--- config.mk ---
export PLATFORM = sky130hd
export DESIGN_NAME = button_event
export DESIGN_NICKNAME = d
export VERILOG_FILES = /design/src/rtl/button_event_pkg.sv /design/src/rtl/button_event.sv
export SDC_FILE = /design/constraint.sdc
export NUM_CORES = 1
export LEC_CHECK = 0
export CAP_MARGIN = 40
export CORE_UTILIZATION = 55
export CTS_BUF_LIST = sky130_fd_sc_hd__clkbuf_4 sky130_fd_sc_hd__clkbuf_8
export DETAILED_ROUTE_END_ITERATION = 7
export PLACE_DENSITY_LB_ADDON = 0.15
export SLEW_MARGIN = 20
export SYNTH_ARGS = -nofsm -noshare
export SYNTH_HDL_FRONTEND = slang
export SYNTH_SLANG_ARGS = --single-unit
--- constraint.sdc ---
create_clock -name clock -period 1.9 [get_ports clock]
set_input_delay 0.38 -clock clock [delete_from_list [all_inputs] [get_ports clock]]
set_output_delay 0.38 -clock clock [all_outputs]
set_load 0.05 [all_outputs]
--- src/rtl/button_event_pkg.sv ---
// Shared definitions for the button event classifier: state encodings and
// default timing constants, also used by the LED effect controller.
package button_event_pkg;

  // Encodings are fixed so other blocks can decode the state if needed.
  typedef enum logic [1:0] {
    ST_IDLE  = 2'd0,
    ST_PRESS = 2'd1,
    ST_HOLD  = 2'd2
  } state_e;

  // Defaults for a 50 MHz system clock: 1 s long-press, 200 ms auto-repeat.
  localparam int unsigned DEF_LONG_CYCLES   = 50000000;
  localparam int unsigned DEF_REPEAT_CYCLES = 10000000;
  localparam int unsigned DEF_CNT_W         = 26;

endpackage

--- src/rtl/button_event.sv ---
// Classifies a debounced button level into one-cycle press, short, long and
// auto-repeat pulses, plus a held level. All outputs are registered.
module button_event
  import button_event_pkg::*;
#(
  parameter int unsigned LONG_CYCLES   = DEF_LONG_CYCLES,
  parameter int unsigned REPEAT_CYCLES = DEF_REPEAT_CYCLES,
  parameter int unsigned CNT_W         = DEF_CNT_W
) (
  input  logic clock,
  input  logic reset_n,
  input  logic pressed,
  input  logic enable,
  output logic press_pulse,
  output logic short_pulse,
  output logic long_pulse,
  output logic repeat_pulse,
  output logic held
);

  localparam logic [CNT_W-1:0] LONG_LAST = CNT_W'(LONG_CYCLES - 1);
  // Guarded so a disabled repeat does not underflow the constant.
  localparam logic [CNT_W-1:0] REP_LAST  =
      CNT_W'((REPEAT_CYCLES == 0) ? 0 : REPEAT_CYCLES - 1);
  localparam logic [CNT_W-1:0] CNT_ONE   = CNT_W'(1);

  state_e           r_state;
  logic [CNT_W-1:0] r_cnt;
  logic             r_prev;
  logic             r_press;
  logic             r_short;
  logic             r_long;
  logic             r_repeat;
  logic             r_held;

  state_e           w_state_d;
  logic [CNT_W-1:0] w_cnt_d;
  logic             w_rise;
  logic             w_press_d;
  logic             w_short_d;
  logic             w_long_d;
  logic             w_repeat_d;

  assign w_rise = pressed & ~r_prev;

  // Next-state, counter and pulse decode; release takes priority over thresholds.
  always_comb begin
    w_state_d  = r_state;
    w_cnt_d    = r_cnt;
    w_press_d  = 1'b0;
    w_short_d  = 1'b0;
    w_long_d   = 1'b0;
    w_repeat_d = 1'b0;
    if (!enable) begin
      w_state_d = ST_IDLE;
      w_cnt_d   = '0;
    end else begin
      unique case (r_state)
        ST_IDLE: begin
          if (w_rise) begin
            w_state_d = ST_PRESS;
            w_cnt_d   = '0;
            w_press_d = 1'b1;
          end
        end
        ST_PRESS: begin
          if (!pressed) begin
            w_state_d = ST_IDLE;
            w_short_d = 1'b1;
          end else if (r_cnt == LONG_LAST) begin
            w_state_d = ST_HOLD;
            w_cnt_d   = '0;
            w_long_d  = 1'b1;
          end else begin
            w_cnt_d = r_cnt + CNT_ONE;
          end
        end
        ST_HOLD: begin
          if (!pressed) begin
            w_state_d = ST_IDLE;
          end else if ((REPEAT_CYCLES != 0) && (r_cnt == REP_LAST)) begin
            w_cnt_d    = '0;
            w_repeat_d = 1'b1;
          end else if (r_cnt != '1) begin
            // Saturating so a disabled repeat never wraps the counter.
            w_cnt_d = r_cnt + CNT_ONE;
          end
        end
        default: begin
          w_state_d = ST_IDLE;
          w_cnt_d   = '0;
        end
      endcase
    end
  end

  // State, counter, edge history and registered outputs.
  always_ff @(posedge clock or negedge reset_n) begin
    if (!reset_n) begin
      r_state  <= ST_IDLE;
      r_cnt    <= '0;
      // Preset high so a button held through reset is not seen as a new press.
      r_prev   <= 1'b1;
      r_press  <= 1'b0;
      r_short  <= 1'b0;
      r_long   <= 1'b0;
      r_repeat <= 1'b0;
      r_held   <= 1'b0;
    end else begin
      r_state  <= w_state_d;
      r_cnt    <= w_cnt_d;
      r_prev   <= pressed;
      r_press  <= w_press_d;
      r_short  <= w_short_d;
      r_long   <= w_long_d;
      r_repeat <= w_repeat_d;
      r_held   <= (w_state_d != ST_IDLE);
    end
  end

  assign press_pulse  = r_press;
  assign short_pulse  = r_short;
  assign long_pulse   = r_long;
  assign repeat_pulse = r_repeat;
  assign held         = r_held;

endmodule

==> metrics, run 1 <==
CTS Hold Buffers Added 0; smallest hold slack 0.506 ns; Synthesized Nets 229; final number of hold-violating endpoints 0; combinational fraction of design power 13.9%; count of vias placed by the detailed router 2536; prevailing post-synth register cell sky130_fd_sc_hd__dfrtp_1; run status complete, but fails checks; FFs w/ async S/R, synth 100%; static leakage 1.45 nW; number of distinct library cells after synthesis 49; Critical Path, Cell by Cell buf_4 > nand4_1 > buf_4 > or2_2 > nor2_1 > nand3_1 > a21o_1 > a22o_1; DP HPWL 3.85 mm; final WL between 9 and 10 mm; die span in x 63.0 µm; clock network fraction of design power 41.4%; leading cell type in the layout, fill and taps excluded sky130_fd_sc_hd__buf_4; remaining routing DRC violations 10; Most common cell on crit path sky130_fd_sc_hd__buf_4; Rel. slew slack 66.8%; total of buffers placed on input and output ports 8; Worst Tran Pin Value 0.497 ns; shortest period the worst path allows 2.14 ns; remaining global-route overflow 0; Sw Share 25.9%; areal power density over the cells 519 nW/µm²; # clock sinks 34; number of flops mapped to enable cells by yosys 0; TritonCTS Buffers 5; required time of the critical path 2.08 ns; stage delay of the slowest cell on the critical path 0.37 ns; antenna violations before repair 0; final weighted congestion in routability-driven placement 0.892; total of endpoints with negative setup slack in the final report 27; sequential area share after synthesis 41.6%; fmax 467 MHz; violated checks DRC, setup timing; flip-flop and latch count after synthesis 34; Antenna Cells 0; cell internal power dissipation 1.22 mW; final cycle utilization of the critical path 113%; Tot Pwr 1.65 mW; number of global-route vias before repair 2321; max-capacitance violation count 0; die outline area 3970 µm²; final core area utilization 92.3%; number of nets with antenna violations after detailed routing 0; Setup crit start kind flip-flop; wire length of the first global-routing pass 12.8 mm; maximum level of the CTS H-tree 2; Filler Cells Inserted 105; clock skew after layout 0.00702 ns; Netlist Area Pre-Place about 2000 µm²; Layout Nets around 300; highest fanout seen on the critical path 3; switching power between 0.4 and 0.5 mW; mean number of vias per cell about 7.5; number of buffers on the longest clock path 2; TritonCTS clock tree built; clock slew at the register clock pins of the worst setup and hold paths 0.08 ns; type of the worst setup path flip-flop to flip-flop; arrival time reported for the critical path endpoint around 2.3 ns; drt initial violations 592; YS warnings 0; commonest cells after routing, fill and taps aside 56 x sky130_fd_sc_hd__buf_4, 28 x sky130_fd_sc_hd__dfrtp_1, 20 x sky130_fd_sc_hd__nand2_1; maximum number of pins on one net before global-route repair 35; CTS root buf sky130_fd_sc_hd__clkbuf_8; number of slew-limit violations in the final report 0; Mapped Cells 220; # IOs 9; cell area reported after detailed placement 2540 µm²; largest vdd supply drop 0.000439 V; drt first pass iters 8; final instance area 3180 µm²; area of the multi-input gates roughly 1400 µm²; share of final-layout standard cells stronger than drive strength 1 46.4%; unrepaired setup endpoints after global routing yes; total core area between 3000 and 4000 µm²; final routed wire length divided by cell count 27.1 µm; clock latency at the later pin of the worst-skew pair 0.30 ns; path type of the worst min-delay path primary input to asynchronous set/reset pin; post-route setup slack -0.243 ns; slowest stage cell, crit path sky130_fd_sc_hd__dfrtp_1; average footprint of a synthesized cell about 9.3 µm²; area delta synth->final 54.9%; endpoint kind of the worst setup timing path flip-flop; die height 63.0 µm; effective utilization at floorplan 59.5%; relative contribution of sequential cells to total power 44.7%; combined flip-flop and latch cell area between 800 and 900 µm²; gr usage total ~43%; Placement Rows 21
-- per-layer routing --
metal / GRT usage (%) / wire length [µm] / vias to the layer above
met5: 0 / 0 / -
met4: 23.8 / 818 / 0
met3: 10.0 / 1240 / 92
met2: 66.7 / 3900 / 263
met1: 55.7 / 3180 / 1204
li1: - / - / 977
-- stage by stage --
step / setup slack (ns) / TNS (ns) / std cells
floorplan: -0.0661 / -0.631 / 220
global placement: -0.130 / -1.88 / 309
detailed placement: -0.200 / -3.66 / 309
CTS: -0.124 / -1.92 / 331
global route: -0.338 / -6.21 / 337
finish: -0.243 / -4.77 / 337
-- logic make-up after synthesis --
logic type	count (synthesis)	synth area share [%]
adders and majority gates	5	3.05
buffers and inverters	22	5.98
and+or+nand+nor	96	25.9
DFF	34	41.6
AOI/OAI and AO/OA	63	23.5
-- sequential cells by signal, indices dropped and copies added (netlist names) --
| signal | cells |
|---|---|
| r_prev | 1 |
| r_state | 2 |
| r_cnt | 26 |
| short_pulse | 1 |
| held | 1 |
| press_pulse | 1 |
| repeat_pulse | 1 |
| long_pulse | 1 |
-- area by class of cell --
class	count	area share, %
sequential	34	27.0
clock buffer	5	2.17
timing repair buffer	76	23.1
tap	46	1.81
clock inverter	3	1.26
inverter	9	1.14
multi-input combinational	164	43.5
-- synthesized netlist by cell type, types with 3 or more instances --
cell type,number,area share (%)
sky130_fd_sc_hd__a21oi_1,6,1.5
sky130_fd_sc_hd__a21o_1,11,4.0
sky130_fd_sc_hd__o21ai_0,5,1.2
sky130_fd_sc_hd__nor2_1,16,2.9
sky130_fd_sc_hd__inv_1,9,1.6
sky130_fd_sc_hd__nor4_1,4,1.2
sky130_fd_sc_hd__dfrtp_1,33,40
sky130_fd_sc_hd__nor3_1,5,1.2
sky130_fd_sc_hd__nand2_1,21,3.8
sky130_fd_sc_hd__a22o_1,9,3.8
sky130_fd_sc_hd__buf_4,3,1.1
sky130_fd_sc_hd__buf_6,3,1.6
sky130_fd_sc_hd__buf_2,4,0.98
sky130_fd_sc_hd__nand4_1,11,3.4
sky130_fd_sc_hd__a22oi_1,3,1.1
sky130_fd_sc_hd__and3_1,3,0.92
sky130_fd_sc_hd__and4_1,3,1.3
sky130_fd_sc_hd__a2bb2oi_1,6,2.6
sky130_fd_sc_hd__ha_1,5,3.1
sky130_fd_sc_hd__nand3_1,14,3.4
sky130_fd_sc_hd__o31ai_1,7,2.6
-- what timing repair did --
action	CTS	global route
gates cloned	3	0
pin swaps	15	12
resized for setup	42	23
endpoints found under the setup margin	28	29
buffers inserted	11	6
-- final timing paths --
check                                from         to  slack [ns]  cells past startpoint
min in group clock              r_cnt[20]  r_cnt[20]        0.61                      2
worst min register to register  r_cnt[20]  r_cnt[20]        0.61                      2
worst max register to register   r_cnt[1]  r_cnt[11]       -0.24                      8
max in group asynchronous         reset_n   r_cnt[9]        1.03                      2
worst max-delay path             r_cnt[1]  r_cnt[11]       -0.24                      8
worst min-delay path              reset_n  r_cnt[22]        0.51                      2
-- power by group through the flow --
stage	Combinational [mW]	Sequential [mW]	Clock, mW
global route	0.240	0.736	0.708
floorplan	0.0628	0.758	0
detailed placement	0.144	0.748	0
finish	0.230	0.736	0.681
CTS	0.195	0.735	0.665
global placement	0.137	0.747	0
-- critical path, delay by kind of cell, from the launching register on --
family          cells  cell delay (ns)
simple gates        4             0.86
buf+inv             2             0.30
compound gates      2             0.50
flops               1             0.37
Note: power is estimated with default switching activity, not from simulation.
==> run 2, diff against run 1 <==
ABC_AREA = 1   (was not set)
==> run 2 against run 1 <==
Effect of this change:
- the run now ends clean
- register-to-register slack better by 0.38 ns
- area after synthesis up 22%
- utilization down 28 points
- combinational power down 32%
- clock skew up 0.0027 ns
- clock-buffer cell count up 2
- critical path depth down 7
- wire length down 34%
- final cell count up 33%
- power down 11%
- worst setup slack better by 0.35 ns
- critical path type is now flip-flop to primary output
==> metrics, run 2 <==
run status finished clean; stage delay of the slowest cell on the critical path 0.80 ns (+0.43 ns); TritonCTS clock tree built; arrival time reported for the critical path endpoint 1.41 ns (-0.91 ns); average footprint of a synthesized cell 6.70 µm² (-28%); total core area 4350 µm² (+26%); number of nets with antenna violations after detailed routing 0 (unchanged); # clock sinks 34 (unchanged); fmax 558 MHz (+20%); number of flip-flops under the largest register name 26 (unchanged); final number of hold-violating endpoints 0 (unchanged); largest register by flop count r_cnt; number of flops mapped to enable cells by yosys 0 (unchanged); cts repair resizes 1 (-98%); Layout Nets 404 (+35%); final weighted congestion in routability-driven placement 0.885 (-0.84%); Setup crit start kind flip-flop; Filler Cells Inserted 394 (+280%); drt initial violations 167 (-72%); most repeated cell in the gate-level netlist after synthesis sky130_fd_sc_hd__nand2_1; clock latency at the later pin of the worst-skew pair 0.29 ns (about the same); share of the synthesized area in the top cell type 33.1% (-7.2 points); clock network fraction of design power 39.1% (-2.3 points); most frequent cells after synthesis 124 x sky130_fd_sc_hd__nand2_1, 51 x sky130_fd_sc_hd__inv_1, 47 x sky130_fd_sc_hd__nor2_1; instance count on the critical path 1 (-7); areal power density over the cells 521 nW/µm² (+0.40%); slowest stage cell, crit path sky130_fd_sc_hd__clkdlybuf4s50_1; antenna violations before repair 0 (unchanged); post-route setup slack 0.107 ns (+0.350 ns); required time of the critical path 1.52 ns (-0.56 ns); total of endpoints with negative setup slack in the final report 0 (-100%); combined flip-flop and latch cell area 852 µm² (-0.73%); DP HPWL 4.41 mm (+14%); TritonCTS Buffers 5 (unchanged); Antenna Cells 0 (unchanged); Rel. slew slack 67.0% (+0.18 points); clock skew after layout 0.00970 ns (+0.00268 ns); static leakage 1.47 nW (+1.3%); Netlist Area Pre-Place 2500 µm² (+22%); Synthesized Nets 382 (+67%); combined buffer and inverter count along the critical path 1 (-1); cell internal power dissipation 1.08 mW (-11%); total of buffers placed on input and output ports 8 (unchanged); prevailing post-synth register cell sky130_fd_sc_hd__dfrtp_1; count of vias placed by the detailed router 2398 (-5.4%); sequential area share after synthesis 34.1% (-7.5 points); path type of the worst min-delay path primary input to asynchronous set/reset pin; Mapped Cells 373 (+70%); Placement Rows 24 (+14%); die height 69.4 µm (+10%); drt first pass iters 7 (-1); Synth area leader sky130_fd_sc_hd__dfrtp_1; leading cell type in the layout, fill and taps excluded sky130_fd_sc_hd__nand2_1; remaining routing DRC violations 0 (-10); combinational fraction of design power 10.7% (-3.2 points); number of slew-limit violations in the final report 0 (unchanged); die outline area 4810 µm² (+21%); switching power 0.376 mW (-12%); commonest cells after routing, fill and taps aside 124 x sky130_fd_sc_hd__nand2_1, 51 x sky130_fd_sc_hd__inv_1, 47 x sky130_fd_sc_hd__nor2_1; FFs w/ async S/R, synth 100% (unchanged); unrepaired setup endpoints after global routing no; CP top delay family buffers and inverters; max-capacitance violation count 0 (unchanged); type of the worst setup path flip-flop to primary output; remaining global-route overflow 0 (unchanged); number of distinct library cells after synthesis 30 (-39%); area delta synth->final 12.3%; Critical Path, Cell by Cell clkdlybuf4s50_1; CTS root buf sky130_fd_sc_hd__clkbuf_8; area of the multi-input gates 1350 µm² (-2.0%); endpoint kind of the worst setup timing path primary output; relative contribution of sequential cells to total power 50.2% (+5.5 points); smallest hold slack 0.0283 ns (-0.478 ns); share of final-layout standard cells stronger than drive strength 1 11.6% (-35 points); wire length of the first global-routing pass 10.3 mm (-19%); maximum number of pins on one net before global-route repair 35 (unchanged); Worst Tran Pin Value 0.494 ns (-0.00271 ns); Crit Reg-Reg Startpoint r_cnt[1]; number of setup buffers added after CTS 0 (-11); die span in x 69.4 µm (+10%); cells on worst reg2reg path 11 (+3); registers with the most flip-flops r_cnt x26, r_state x2; # IOs 9 (unchanged); number of buffers on the longest clock path 2 (unchanged); minimum setup slack after placement -0.0818 ns (+0.118 ns); final WL 6.01 mm (-34%); number of global-route vias before repair 2170 (-6.5%); shortest period the worst path allows 1.79 ns (-0.350 ns); effective utilization at floorplan 57.4% (-2.2 points); biggest area contributors in the synthesized netlist sky130_fd_sc_hd__dfrtp_1 33%, sky130_fd_sc_hd__nand2_1 19%, sky130_fd_sc_hd__inv_1 7.7%; Setup crit start short_pulse; YS warnings 0 (unchanged); largest vdd supply drop 0.000346 V (-21%); mean number of vias per cell 5.35 (-29%); highest fanout seen on the critical path 1 (-2); flip-flop and latch count after synthesis 34 (unchanged); CTS Hold Buffers Added 0 (unchanged); clock slew at the register clock pins of the worst setup and hold paths 0.07 ns (about the same); final cycle utilization of the critical path 94.4% (-18 points); final routed wire length divided by cell count 13.4 µm (-51%); gr usage total 26.8% (-16 points); Sw Share 25.8% (-0.11 points); maximum level of the CTS H-tree 2 (unchanged)
## run 2: cell count changes after synthesis, moves of 7 or more
cell                      change
sky130_fd_sc_hd__a21o_1      -11
sky130_fd_sc_hd__a22o_1       -9
sky130_fd_sc_hd__inv_1       +42
sky130_fd_sc_hd__nand2_1    +103
sky130_fd_sc_hd__nand4_1     +17
sky130_fd_sc_hd__nor2_1      +31
sky130_fd_sc_hd__o31ai_1      -7
sky130_fd_sc_hd__xor2_1      +10
## run 2: metal layers
layer | track usage (%) | vias up | share of wire [%]
met1 | 37.3 | 1105 | 47
met5 | 0 | - | 0
li1 | - | 1210 | -
met4 | 7.94 | 0 | 1.3
met2 | 42.9 | 75 | 46
met3 | 4.22 | 8 | 5.1
## run 2: logic make-up (layout without fill, tap and decap cells)
kind of cell | count (synthesis) | in the layout | synth area share (%)
xor+xnor | 12 | 12 | 4.21
fa+ha+maj | 5 | 5 | 2.51
flops | 34 | 34 | 34.1
buf+inv | 63 | 86 | 11.8
compound gates | 14 | 14 | 3.11
simple gates | 245 | 245 | 44.3
## run 2: final timing paths
check	end	slack [ns]
worst max-delay path	short_pulse	0.11
worst min-delay path	r_cnt[15]	0.03
worst max register to register	r_cnt[4]	0.14
worst min register to register	r_cnt[1]	0.52
max in group asynchronous	r_prev	1.62
min in group clock	r_cnt[1]	0.52
## run 2: area by class of cell
class,instances,area share (%)
flip-flops and latches,34,30.4
inverters,52,7.14
multi-input cells,276,48.3
well taps,52,2.32
repair buffers,26,8.52
clock inverters,1,0.178
clock buffers,7,3.21
## run 2: through the flow
step | cells | utilization (%) | power [mW] | cell area, µm² | setup TNS [ns]
2_1_floorplan | 373 | - | 0.847 | 2500 | 0
3_3_place_gp | 440 | 62.0 | 0.897 | 2700 | -0.0150
3_5_place_dp | 440 | 62.0 | 0.897 | 2700 | -1.29
4_1_cts | 448 | 64.2 | 1.48 | 2800 | 0
5_1_grt | 448 | 64.4 | 1.51 | 2810 | 0
6_report | 448 | 64.4 | 1.46 | 2810 | 0
## run 2: power by group through the flow
stage / clock network, mW / logic, mW / registers (mW)
6_report: 0.572 / 0.156 / 0.733
5_1_grt: 0.608 / 0.171 / 0.733
4_1_cts: 0.590 / 0.153 / 0.733
3_5_place_dp: 0 / 0.151 / 0.747
3_3_place_gp: 0 / 0.151 / 0.746
2_1_floorplan: 0 / 0.0896 / 0.758
